$ cat config.mk
export PLATFORM = sky130hd
export DESIGN_NAME = ssrv_mem_arbiter_flat
export DESIGN_NICKNAME = d
export VERILOG_FILES = /design/src/rtl/ssrv_mem_arbiter_if.sv /design/src/rtl/ssrv_mem_arbiter.sv /design/src/flat_wrapper.sv
export SDC_FILE = /design/constraint.sdc
export NUM_CORES = 1
export LEC_CHECK = 0
export BUFFER_PORTS_ARGS = -buffer_cell sky130_fd_sc_hd__buf_2
export CELL_PAD_IN_SITES_DETAIL_PLACEMENT = 2
export CELL_PAD_IN_SITES_GLOBAL_PLACEMENT = 2
export CORE_ASPECT_RATIO = 0.6
export CORE_UTILIZATION = 29
export CTS_CLUSTER_SIZE = 14
export DETAILED_ROUTE_END_ITERATION = 10
export PLACE_DENSITY = 0.86
export SKIP_CTS_REPAIR_TIMING = 1
export SYNTH_ARGS = -nofsm -noshare
export SYNTH_HDL_FRONTEND = slang
export SYNTH_SLANG_ARGS = --single-unit
$ cat constraint.sdc
create_clock -name clk -period 4.5 [get_ports clk]
set_input_delay 0.9 -clock clk [delete_from_list [all_inputs] [get_ports clk]]
set_output_delay 0.9 -clock clk [all_outputs]
set_load 0.005 [all_outputs]
$ cat src/rtl/ssrv_mem_arbiter_if.sv
// Bundles the imem/dmem requester ports, the shared memory port and busy.
// slave = arbiter side, master = cores plus memory side.
interface ssrv_mem_arbiter_if #(
  parameter int AWIDTH = 32,
  parameter int DWIDTH = 32
);
  logic              imem_req;
  logic              imem_cmd;
  logic [AWIDTH-1:0] imem_addr;
  logic              imem_req_ack;
  logic [DWIDTH-1:0] imem_rdata;
  logic [1:0]        imem_resp;

  logic              dmem_req;
  logic              dmem_cmd;
  logic [1:0]        dmem_width;
  logic [AWIDTH-1:0] dmem_addr;
  logic [DWIDTH-1:0] dmem_wdata;
  logic              dmem_req_ack;
  logic [DWIDTH-1:0] dmem_rdata;
  logic [1:0]        dmem_resp;

  logic              mem_req;
  logic              mem_cmd;
  logic [1:0]        mem_width;
  logic [AWIDTH-1:0] mem_addr;
  logic [DWIDTH-1:0] mem_wdata;
  logic              mem_req_ack;
  logic [DWIDTH-1:0] mem_rdata;
  logic [1:0]        mem_resp;

  logic              busy;

  modport slave (
    input  imem_req, imem_cmd, imem_addr,
    output imem_req_ack, imem_rdata, imem_resp,
    input  dmem_req, dmem_cmd, dmem_width, dmem_addr, dmem_wdata,
    output dmem_req_ack, dmem_rdata, dmem_resp,
    output mem_req, mem_cmd, mem_width, mem_addr, mem_wdata,
    input  mem_req_ack, mem_rdata, mem_resp,
    output busy
  );

  modport master (
    output imem_req, imem_cmd, imem_addr,
    input  imem_req_ack, imem_rdata, imem_resp,
    output dmem_req, dmem_cmd, dmem_width, dmem_addr, dmem_wdata,
    input  dmem_req_ack, dmem_rdata, dmem_resp,
    input  mem_req, mem_cmd, mem_width, mem_addr, mem_wdata,
    output mem_req_ack, mem_rdata, mem_resp,
    input  busy
  );
endinterface

$ cat src/rtl/ssrv_mem_arbiter.sv
// Round-robin imem/dmem arbiter onto one memory port, one transaction in flight.
// Grant 1 cycle after request, response 1 cycle after mem_resp; requests wait while busy.
module ssrv_mem_arbiter #(
  parameter int AWIDTH  = 32,
  parameter int DWIDTH  = 32,
  parameter int TIMEOUT = 255
) (
  input logic              clk,
  input logic              rst,
  ssrv_mem_arbiter_if.slave bus
);
  localparam int TW = ($clog2(TIMEOUT + 1) > 8) ? $clog2(TIMEOUT + 1) : 8;
  localparam logic [TW-1:0] TMAX = TW'(TIMEOUT);
  localparam bit TO_EN = (TIMEOUT != 0);
  localparam logic [1:0] RESP_NOTRDY = 2'b00;
  localparam logic [1:0] RESP_ER     = 2'b10;

  typedef enum logic [1:0] {IDLE = 2'd0, ISSUE = 2'd1, WAIT = 2'd2} state_t;

  state_t            state_q, state_d;
  logic              last_q, last_d;   // 1: dmem was granted last
  logic              sel_q, sel_d;     // 1: dmem owns the transaction
  logic              bad_q, bad_d;
  logic              cmd_q, cmd_d;
  logic [1:0]        width_q, width_d;
  logic [AWIDTH-1:0] addr_q, addr_d;
  logic [DWIDTH-1:0] wdata_q, wdata_d;
  logic [TW-1:0]     tcnt_q, tcnt_d;
  logic              iack_q, iack_d, dack_q, dack_d;
  logic [1:0]        iresp_q, iresp_d, dresp_q, dresp_d;
  logic [DWIDTH-1:0] irdata_q, irdata_d, drdata_q, drdata_d;

  logic              timed_out, pick_dmem, fire;
  logic [1:0]        fire_resp;
  logic [DWIDTH-1:0] fire_rdata;

  // Only an X/Z command can be invalid; this folds to 0 in two-state hardware.
  function automatic logic cmd_bad(input logic c);
    return (c !== 1'b0) && (c !== 1'b1);
  endfunction

  assign timed_out = TO_EN && (tcnt_q == TMAX);

  always_comb begin
    state_d    = state_q;
    last_d     = last_q;
    sel_d      = sel_q;
    bad_d      = bad_q;
    cmd_d      = cmd_q;
    width_d    = width_q;
    addr_d     = addr_q;
    wdata_d    = wdata_q;
    tcnt_d     = tcnt_q;
    iack_d     = 1'b0;
    dack_d     = 1'b0;
    iresp_d    = RESP_NOTRDY;
    dresp_d    = RESP_NOTRDY;
    irdata_d   = irdata_q;
    drdata_d   = drdata_q;
    pick_dmem  = 1'b0;
    fire       = 1'b0;
    fire_resp  = RESP_NOTRDY;
    fire_rdata = '0;
    case (state_q)
      IDLE: begin
        if (bus.imem_req || bus.dmem_req) begin
          pick_dmem = bus.dmem_req && (!bus.imem_req || !last_q);
          state_d   = ISSUE;
          last_d    = pick_dmem;
          sel_d     = pick_dmem;
          tcnt_d    = '0;
          if (pick_dmem) begin
            dack_d  = 1'b1;
            bad_d   = cmd_bad(bus.dmem_cmd);
            cmd_d   = bus.dmem_cmd;
            width_d = bus.dmem_width;
            addr_d  = bus.dmem_addr;
            wdata_d = bus.dmem_wdata;
          end else begin
            iack_d  = 1'b1;
            bad_d   = cmd_bad(bus.imem_cmd);
            cmd_d   = bus.imem_cmd;
            width_d = 2'b10;
            addr_d  = bus.imem_addr;
            wdata_d = '0;
          end
        end
      end
      ISSUE, WAIT: begin
        tcnt_d = tcnt_q + TW'(1);
        if (timed_out) begin
          // error response already went out on the previous edge
          state_d = IDLE;
        end else if (bad_q) begin
          fire      = 1'b1;
          fire_resp = RESP_ER;
          state_d   = IDLE;
        end else if ((state_q == ISSUE) && bus.mem_req_ack && (bus.mem_resp == RESP_NOTRDY)) begin
          state_d = WAIT;
        end else if (((state_q == ISSUE) && bus.mem_req_ack) ||
                     ((state_q == WAIT) && (bus.mem_resp != RESP_NOTRDY))) begin
          fire       = 1'b1;
          fire_resp  = bus.mem_resp;
          fire_rdata = bus.mem_rdata;
          state_d    = IDLE;
        end
        if (!fire && !timed_out && TO_EN && (tcnt_d == TMAX)) begin
          fire      = 1'b1;
          fire_resp = RESP_ER;
        end
        if (fire) begin
          if (sel_q) begin
            dresp_d  = fire_resp;
            drdata_d = fire_rdata;
          end else begin
            iresp_d  = fire_resp;
            irdata_d = fire_rdata;
          end
        end
      end
      default: state_d = IDLE;
    endcase
  end

  always_ff @(posedge clk) begin
    if (rst) begin
      state_q  <= IDLE;
      last_q   <= 1'b1;
      sel_q    <= 1'b0;
      bad_q    <= 1'b0;
      cmd_q    <= 1'b0;
      width_q  <= '0;
      addr_q   <= '0;
      wdata_q  <= '0;
      tcnt_q   <= '0;
      iack_q   <= 1'b0;
      dack_q   <= 1'b0;
      iresp_q  <= RESP_NOTRDY;
      dresp_q  <= RESP_NOTRDY;
      irdata_q <= '0;
      drdata_q <= '0;
    end else begin
      state_q  <= state_d;
      last_q   <= last_d;
      sel_q    <= sel_d;
      bad_q    <= bad_d;
      cmd_q    <= cmd_d;
      width_q  <= width_d;
      addr_q   <= addr_d;
      wdata_q  <= wdata_d;
      tcnt_q   <= tcnt_d;
      iack_q   <= iack_d;
      dack_q   <= dack_d;
      iresp_q  <= iresp_d;
      dresp_q  <= dresp_d;
      irdata_q <= irdata_d;
      drdata_q <= drdata_d;
    end
  end

  assign bus.busy         = (state_q != IDLE);
  assign bus.mem_req      = (state_q == ISSUE) && !bad_q && !timed_out;
  assign bus.mem_cmd      = cmd_q;
  assign bus.mem_width    = width_q;
  assign bus.mem_addr     = addr_q;
  assign bus.mem_wdata    = wdata_q;
  assign bus.imem_req_ack = iack_q;
  assign bus.dmem_req_ack = dack_q;
  assign bus.imem_resp    = iresp_q;
  assign bus.dmem_resp    = dresp_q;
  assign bus.imem_rdata   = irdata_q;
  assign bus.dmem_rdata   = drdata_q;
endmodule

$ cat src/flat_wrapper.sv
// flat-port wrapper written by rule: the top's interface ports become plain ports
module ssrv_mem_arbiter_flat 
#(
  parameter int AWIDTH  = 32,
  parameter int DWIDTH  = 32,
  parameter int TIMEOUT = 255
)
  (clk, rst, bus_imem_req, bus_imem_cmd, bus_imem_addr, bus_imem_req_ack, bus_imem_rdata, bus_imem_resp, bus_dmem_req, bus_dmem_cmd, bus_dmem_width, bus_dmem_addr, bus_dmem_wdata, bus_dmem_req_ack, bus_dmem_rdata, bus_dmem_resp, bus_mem_req, bus_mem_cmd, bus_mem_width, bus_mem_addr, bus_mem_wdata, bus_mem_req_ack, bus_mem_rdata, bus_mem_resp, bus_busy);
  ssrv_mem_arbiter_if #(.AWIDTH(AWIDTH), .DWIDTH(DWIDTH)) bus_i ();
  input logic clk;
  input logic rst;
  input wire logic [$bits(bus_i.imem_req)-1:0] bus_imem_req;
  input wire logic [$bits(bus_i.imem_cmd)-1:0] bus_imem_cmd;
  input wire logic [$bits(bus_i.imem_addr)-1:0] bus_imem_addr;
  output wire logic [$bits(bus_i.imem_req_ack)-1:0] bus_imem_req_ack;
  output wire logic [$bits(bus_i.imem_rdata)-1:0] bus_imem_rdata;
  output wire logic [$bits(bus_i.imem_resp)-1:0] bus_imem_resp;
  input wire logic [$bits(bus_i.dmem_req)-1:0] bus_dmem_req;
  input wire logic [$bits(bus_i.dmem_cmd)-1:0] bus_dmem_cmd;
  input wire logic [$bits(bus_i.dmem_width)-1:0] bus_dmem_width;
  input wire logic [$bits(bus_i.dmem_addr)-1:0] bus_dmem_addr;
  input wire logic [$bits(bus_i.dmem_wdata)-1:0] bus_dmem_wdata;
  output wire logic [$bits(bus_i.dmem_req_ack)-1:0] bus_dmem_req_ack;
  output wire logic [$bits(bus_i.dmem_rdata)-1:0] bus_dmem_rdata;
  output wire logic [$bits(bus_i.dmem_resp)-1:0] bus_dmem_resp;
  output wire logic [$bits(bus_i.mem_req)-1:0] bus_mem_req;
  output wire logic [$bits(bus_i.mem_cmd)-1:0] bus_mem_cmd;
  output wire logic [$bits(bus_i.mem_width)-1:0] bus_mem_width;
  output wire logic [$bits(bus_i.mem_addr)-1:0] bus_mem_addr;
  output wire logic [$bits(bus_i.mem_wdata)-1:0] bus_mem_wdata;
  input wire logic [$bits(bus_i.mem_req_ack)-1:0] bus_mem_req_ack;
  input wire logic [$bits(bus_i.mem_rdata)-1:0] bus_mem_rdata;
  input wire logic [$bits(bus_i.mem_resp)-1:0] bus_mem_resp;
  output wire logic [$bits(bus_i.busy)-1:0] bus_busy;
  assign bus_i.imem_req = bus_imem_req;
  assign bus_i.imem_cmd = bus_imem_cmd;
  assign bus_i.imem_addr = bus_imem_addr;
  assign bus_imem_req_ack = bus_i.imem_req_ack;
  assign bus_imem_rdata = bus_i.imem_rdata;
  assign bus_imem_resp = bus_i.imem_resp;
  assign bus_i.dmem_req = bus_dmem_req;
  assign bus_i.dmem_cmd = bus_dmem_cmd;
  assign bus_i.dmem_width = bus_dmem_width;
  assign bus_i.dmem_addr = bus_dmem_addr;
  assign bus_i.dmem_wdata = bus_dmem_wdata;
  assign bus_dmem_req_ack = bus_i.dmem_req_ack;
  assign bus_dmem_rdata = bus_i.dmem_rdata;
  assign bus_dmem_resp = bus_i.dmem_resp;
  assign bus_mem_req = bus_i.mem_req;
  assign bus_mem_cmd = bus_i.mem_cmd;
  assign bus_mem_width = bus_i.mem_width;
  assign bus_mem_addr = bus_i.mem_addr;
  assign bus_mem_wdata = bus_i.mem_wdata;
  assign bus_i.mem_req_ack = bus_mem_req_ack;
  assign bus_i.mem_rdata = bus_mem_rdata;
  assign bus_i.mem_resp = bus_mem_resp;
  assign bus_busy = bus_i.busy;
  ssrv_mem_arbiter #(.AWIDTH(AWIDTH), .DWIDTH(DWIDTH), .TIMEOUT(TIMEOUT)) u_core (.clk(clk), .rst(rst), .bus(bus_i));
endmodule
==> run metrics, run 1 <==
status completed; IO buf count 277; vias per inst 5.275; grt ovf 0; Post-synth EDFFs 0; Final nets 1058; via count 6362; simple-gate share of the synthesized area 0.2194; initial antenna violation count 1; layout cell share with drive strength beyond 1 0.3650; worst path bufs/invs 1; sequential area share after synthesis 0.4624; cell family with most CP delay simple AND/OR/NAND/NOR gates; drt drc 0; global-route wire length before repair 37.52 mm; arrival time worst endpoint 2.01 ns; crit path capture type primary output; post-synth top area share 0.4624; pwr dens 411.9 nW/um^2; Placer Congestion 0.7471; core area 21390 sq um; Reg-to-Reg End u_core.bus.dmem_rdata[22]$_SDFFE_PP0P_; antenna viol nets, final 0; # fillers 2398; Routed wire per std cell 19.66 um; Hold Violations, Final 0; chip height 117.5 um; compound-gate portion of the synthesized area 0.1957; register area 2983 sq um; chip width 194.6 um; f_max 0.3438 GHz; worst slew pin tran 0.7890 ns; Root Buffer clkbuf_16; mapped cell area 6451 sq um; syn_nets 823; RSZ-0062 raised after global routing no; top cells by area, synth dfxtp_1 (46%), or4b_1 (9.9%), a32oi_1 (8.8%); CTS tree built; area leader, netlist dfxtp_1; most common cell in the netlist dfxtp_1; Multi-input gate area 3146 sq um; clk sink count 149; synthesized instance count 678; CTS Buf Count 17; CP max stage cell dfxtp_1; mux contribution to synthesized area 0.05120; setup TNS 0 ns; Worst setup SP type flip-flop; Leakage 4.039 nW; pin count of the biggest net entering global routing 81; Site Rows 41; Yosys cell types 47; # Max-Cap Violations 0; crit path max fanout 7; die area 22870 sq um; hold crit path type reg2reg; Post-Synth Adder-Cell Area 0.01164; Pre-Repair DR Iteration Count 4; CP cell instances ha_1 -> nand3_2 -> or2_1 -> and2_2 -> buf_2; hold endpoint u_core.bus.mem_addr[5]$_SDFFE_PP0P_; setup slack, reg-to-reg 1.99 ns; dpl hpwl 15.85 mm; Clock Skew 0.006609 ns; Finished Core Util 0.4015; Max-slew headroom 0.4740; fin. max-slew vios 0; crit-path max cell delay 0.41 ns; Reg2Reg Depth 8; number of setup violations in the final report 0; WS Path Type reg2out; Routed Wire Length 23.71 mm; reg2reg start u_core.state_q[1]$_SDFFE_PP0P_; Initial Utilization 0.3016; Synth Flop Type dfxtp_1; Avg Inst Size Synth 9.515 sq um; WP data required 3.60 ns; peak supply drop 0.0002518 V; P&R area growth vs syn 33.13%; Hold Startpoint u_core.bus.mem_addr[5]$_SDFFE_PP0P_; starting DRC count in detailed routing 276; hold path depth 2; Clock Path Buffers 2; vias in the first global route 6793; Reg clk slew, reported paths 0.06 ns; GRT Util Overall 0.2072; worst skew pair latency 0.43 ns; fin crit share 0.6464; Boundary Pins 278; Post-synth top cells dfxtp_1 (149), nor2_1 (80), nand2_1 (74); synthesized flop and latch total 149; post-synthesis xor/xnor area fraction 0.002715; Yosys warning count 0; Final min period 2.909 ns; Async SR Flop Fraction 0; htree depth 4; largest family of logic cells by synthesized area simple AND/OR/NAND/NOR gates
how the worst max path moves through the flow:
stage / depth (start not counted) / to / startpoint
detailed placement: 5 / u_core.bus.imem_rdata[26]$_SDFFE_PP0P_ / rst
global route: 5 / bus_mem_req / u_core.tcnt_q[0]$_SDFFE_PP0P_
CTS: 5 / bus_mem_req / u_core.tcnt_q[0]$_SDFFE_PP0P_
floorplan: 7 / u_core.bus.dmem_rdata[0]$_SDFFE_PP0P_ / bus_mem_resp[1]
finish: 5 / bus_mem_req / u_core.tcnt_q[0]$_SDFFE_PP0P_
global placement: 5 / u_core.bus.dmem_rdata[1]$_SDFFE_PP0P_ / rst
per-stage QoR:
| stage | hold slack [ns] | setup slack, ns | area, sq um | instances | power [mW] |
|---|---|---|---|---|---|
| finish | 0.4983 | 1.591 | 8588 | 1206 | 3.538 |
| global route | 0.5252 | 1.409 | 8586 | 1205 | 3.713 |
| CTS | 0.5032 | 1.547 | 8586 | 1205 | 3.595 |
| detailed placement | 0.4867 | 1.562 | 7971 | 1173 | 2.055 |
| global placement | 0.4734 | 1.642 | 7971 | 1173 | 2.031 |
| floorplan | 0.4327 | 2.134 | 6451 | 678 | 1.794 |
tightest hold or removal path: stages (launching register included):
cell	delay (ns)
dfxtp_1	0.31
nor2_1	0.09
a211oi_1	0.05
area by class of cell:
class / instances / area share
Clock inverter: 14 / 0.02040
Inverter: 6 / 0.002622
Antenna cell: 1 / 0.0002914
Tap cell: 279 / 0.04065
Timing Repair Buffer: 288 / 0.1713
Clock buffer: 18 / 0.05114
Multi-Input combinational cell: 451 / 0.3663
Sequential cell: 149 / 0.3473
kinds of logic (layout without fill, tap and decap cells):
group | Yosys count | count (layout)
other | 0 | 1
multiplexers | 33 | 33
flip-flops | 149 | 149
XOR/XNOR | 2 | 2
AO/OA/AOI/OAI | 162 | 162
adder cells (fa/ha/maj) | 6 | 6
buffers and inverters | 78 | 326
AND/OR/NAND/NOR | 248 | 248
routing by layer:
layer	up-vias	wire, um	GRT usage
li1	3031	-	-
met2	192	10950	0.3297
met4	0	219	0.06052
met5	-	0	0
met1	3123	10960	0.2689
met3	16	1590	0.06361
flip-flops by register name, summed over array words and instances (netlist names):
name                     flops
u_core.bus.dmem_req_ack      1
u_core.bus.mem_wdata        32
u_core.state_q               2
u_core.bus.dmem_rdata       32
u_core.tcnt_q                8
u_core.last_q                1
u_core.bus.imem_req_ack      1
u_core.bus.mem_width         2
u_core.bus.mem_addr         32
u_core.bus.dmem_resp         2
u_core.sel_q                 1
u_core.bus.imem_rdata       32
u_core.bus.mem_cmd           1
u_core.bus.imem_resp         2
power breakdown:
group          switching [mW]  leakage (nW)  internal, mW  total [mW]
logic                   0.310          2.52         0.228       0.538
registers              0.0647          1.22          1.42        1.49
clock network           0.620         0.299         0.894        1.51
cell usage in the layout (no fill, tap or decap), types with 2 or more instances in the layout:
cell type and count:
nor3_2 2, a21o_1 2, clkinvlp_4 2, nand4_1 2, a211oi_1 33, or2_2 2
inv_1 5, and2_2 2, or4b_1 64, buf_2 276, and2_1 2, clkinv_4 3
or3b_2 2, nand2_1 74, nor2_1 79, buf_4 12, and3_1 2, bufinv_16 3
clkbuf_16 17, clkinv_2 3, ha_1 6, nor3_1 6, a21oi_1 13, a22oi_1 33
a32oi_1 65, dfxtp_1 149, a31oi_1 2, o21ai_0 2, mux2i_1 33, inv_6 2
Power figures use the tool's default switching activity.
==> inputs of run 2 (changes only) <==
- CORE_UTILIZATION: 29 -> 27
- PLACE_DENSITY: 0.86 -> 0.81
- clock period: 4.5 -> 2.89 ns (I/O delays scaled with it)
==> run 2 against run 1 <==
Net effect: setup slack got worse by 1.3 ns; utilization decreased by 2.9 points; final cell count up 3.1%; first-iteration DRC count is 1.1% higher; combinational power grew 58%; sequential share of layout area down 0.29 points; largest power group is now sequential cells; count of clock-buffer cells in the layout increased by 1; power is 51% higher; non-clock buffer count rose by 2; flip-flop and latch count stayed put; clock skew is 0.0057 ns higher; final area rose by 0.84%.
==> run metrics, run 2 (synthesis results as in run 1) <==
fin crit share 0.8913; Hold Violations, Final 0 (unchanged); pin count of the biggest net entering global routing 69 (-15%); CP cell instances ha_1 -> nand3_2 -> or2_1 -> and2_2 -> buf_2; Overall Power 5.340 mW (+51%); starting DRC count in detailed routing 279 (+1.1%); drt drc 0 (unchanged); setup TNS 0 ns (unchanged); hold crit path type in2reg; layout cell share with drive strength beyond 1 0.3653 (about the same); IO buf count 277 (unchanged); WP data required 2.31 ns (-1.29 ns); htree depth 4 (unchanged); worst skew pair latency 0.44 ns (about the same); CP max stage cell dfxtp_1; worst path bufs/invs 1 (unchanged); CTS tree built; Pre-Repair DR Iteration Count 5 (+1); Non-Filler Instances 1243 (+3.1%); crit path max fanout 7 (unchanged); Reg clk slew, reported paths 0.07 ns (about the same); die area 24540 sq um (+7.3%); via count 6384 (+0.35%); worst slew pin tran 0.6590 ns (-0.1300 ns); CTS Buf Count 17 (unchanged); Placer Congestion 0.7504 (+0.44%); peak supply drop 0.0003598 V (+43%); Initial Utilization 0.2776 (-0.02401); WS Path Type reg2out; # diodes 0 (-1); # fillers 2642 (+10%); Final nets 1060 (+0.19%); most frequent cells in the layout buf_2 (276), dfxtp_1 (149), nor2_1 (79); Root Buffer clkbuf_16; chip height 121.7 um (+3.6%); number of setup violations in the final report 0 (unchanged); chip width 201.6 um (+3.6%); crit path capture type primary output; pwr dens 616.5 nW/um^2 (+50%); Clock Path Buffers 2 (unchanged); Final min period 2.576 ns; core area 23240 sq um (+8.7%); # Max-Cap Violations 0 (unchanged); fin. max-slew vios 0 (unchanged); vias in the first global route 6680 (-1.7%); setup slack, reg-to-reg 0.52 ns (-1.47 ns); GRT Util Overall 0.1914 (-0.01581); P&R area growth vs syn 34.25%; Leakage 4.040 nW (about the same); crit-path max cell delay 0.41 ns (about the same); Boundary Pins 278 (unchanged); vias per inst 5.136 (-2.6%); status completed; initial antenna violation count 0 (-1); Clock Skew 0.01235 ns (+0.005739 ns); clk sink count 149 (unchanged); Routed wire per std cell 18.79 um (-4.4%); grt ovf 0 (unchanged); f_max 0.3882 GHz; global-route wire length before repair 36.95 mm (-1.5%); cell family with most CP delay simple AND/OR/NAND/NOR gates; Site Rows 43 (+4.9%); # placed instances 1211 (+3.2%); antenna viol nets, final 0 (unchanged); arrival time worst endpoint 2.00 ns (about the same); commonest non-fill, non-tap cell in the layout buf_2; RSZ-0062 raised after global routing no; Routed Wire Length 23.36 mm (-1.5%); dpl hpwl 15.94 mm (+0.54%); Worst setup SP type flip-flop; Finished Core Util 0.3726 (-0.02884); Max-slew headroom 0.5607 (+0.08669)
## run 2: cell types whose count changed in the layout (fill, tap and decap cells not counted)
cell	change
clkinvlp_4	+1
inv_8	-1
inv_6	+2
clkbuf_1	+1
clkinv_2	-1
diode_2	-1
buf_4	-3
buf_12	+5
bufinv_16	-2
## run 2: final cells by class
type | count | area [sq um] | share of cell area
multi-input combinational | 451 | 3146 | 0.3632
sequential | 149 | 2983 | 0.3444
clock inverter | 13 | 123.9 | 0.01430
tap | 315 | 394.1 | 0.04551
clock buffer | 19 | 442.9 | 0.05114
timing repair buffer | 290 | 1549 | 0.1789
inverter | 6 | 22.52 | 0.002600
## run 2: metal layers
layer  GRT usage  share of wire
met5           0              0
met4     0.06960          0.013
met3     0.05136          0.058
met2      0.2940           0.45
met1      0.2576           0.48
## run 2: stage by stage
step / setup WS [ns] / instance area [sq um] / hold slack, ns
6_report: 0.3140 / 8661 / 0.3561
5_1_grt: 0.1773 / 8661 / 0.3514
4_1_cts: 0.2906 / 8661 / 0.3323
3_5_place_dp: 0.5521 / 8094 / 0.4907
3_3_place_gp: 0.5874 / 8094 / 0.4744
2_1_floorplan: 0.8051 / 6451 / 0.4327
## run 2: tightest hold or removal path, stage by stage
cell,delay (ns)
buf_2,0.09
a32oi_1,0.05
nand2_1,0.05
## run 2: final timing paths
| check | start | to | cells past startpoint |
|---|---|---|---|
| worst min register to register | u_core.bus.mem_addr[15]$_SDFFE_PP0P_ | u_core.bus.mem_addr[15]$_SDFFE_PP0P_ | 2 |
| worst max register to register | u_core.tcnt_q[0]$_SDFFE_PP0P_ | u_core.bus.dmem_rdata[18]$_SDFFE_PP0P_ | 6 |
| worst max-delay path | u_core.tcnt_q[0]$_SDFFE_PP0P_ | bus_mem_req | 5 |
| worst min-delay path | bus_mem_rdata[21] | u_core.bus.dmem_rdata[21]$_SDFFE_PP0P_ | 3 |
## run 2: report_power, final
| part | total [mW] | leakage (nW) | switching [mW] | internal (mW) |
|---|---|---|---|---|
| Sequential | 2.31 | 1.22 | 0.101 | 2.21 |
| Clock | 2.18 | 0.271 | 0.958 | 1.22 |
| Combinational | 0.852 | 2.55 | 0.481 | 0.371 |
| Total | 5.34 | 4.04 | 1.54 | 3.80 |
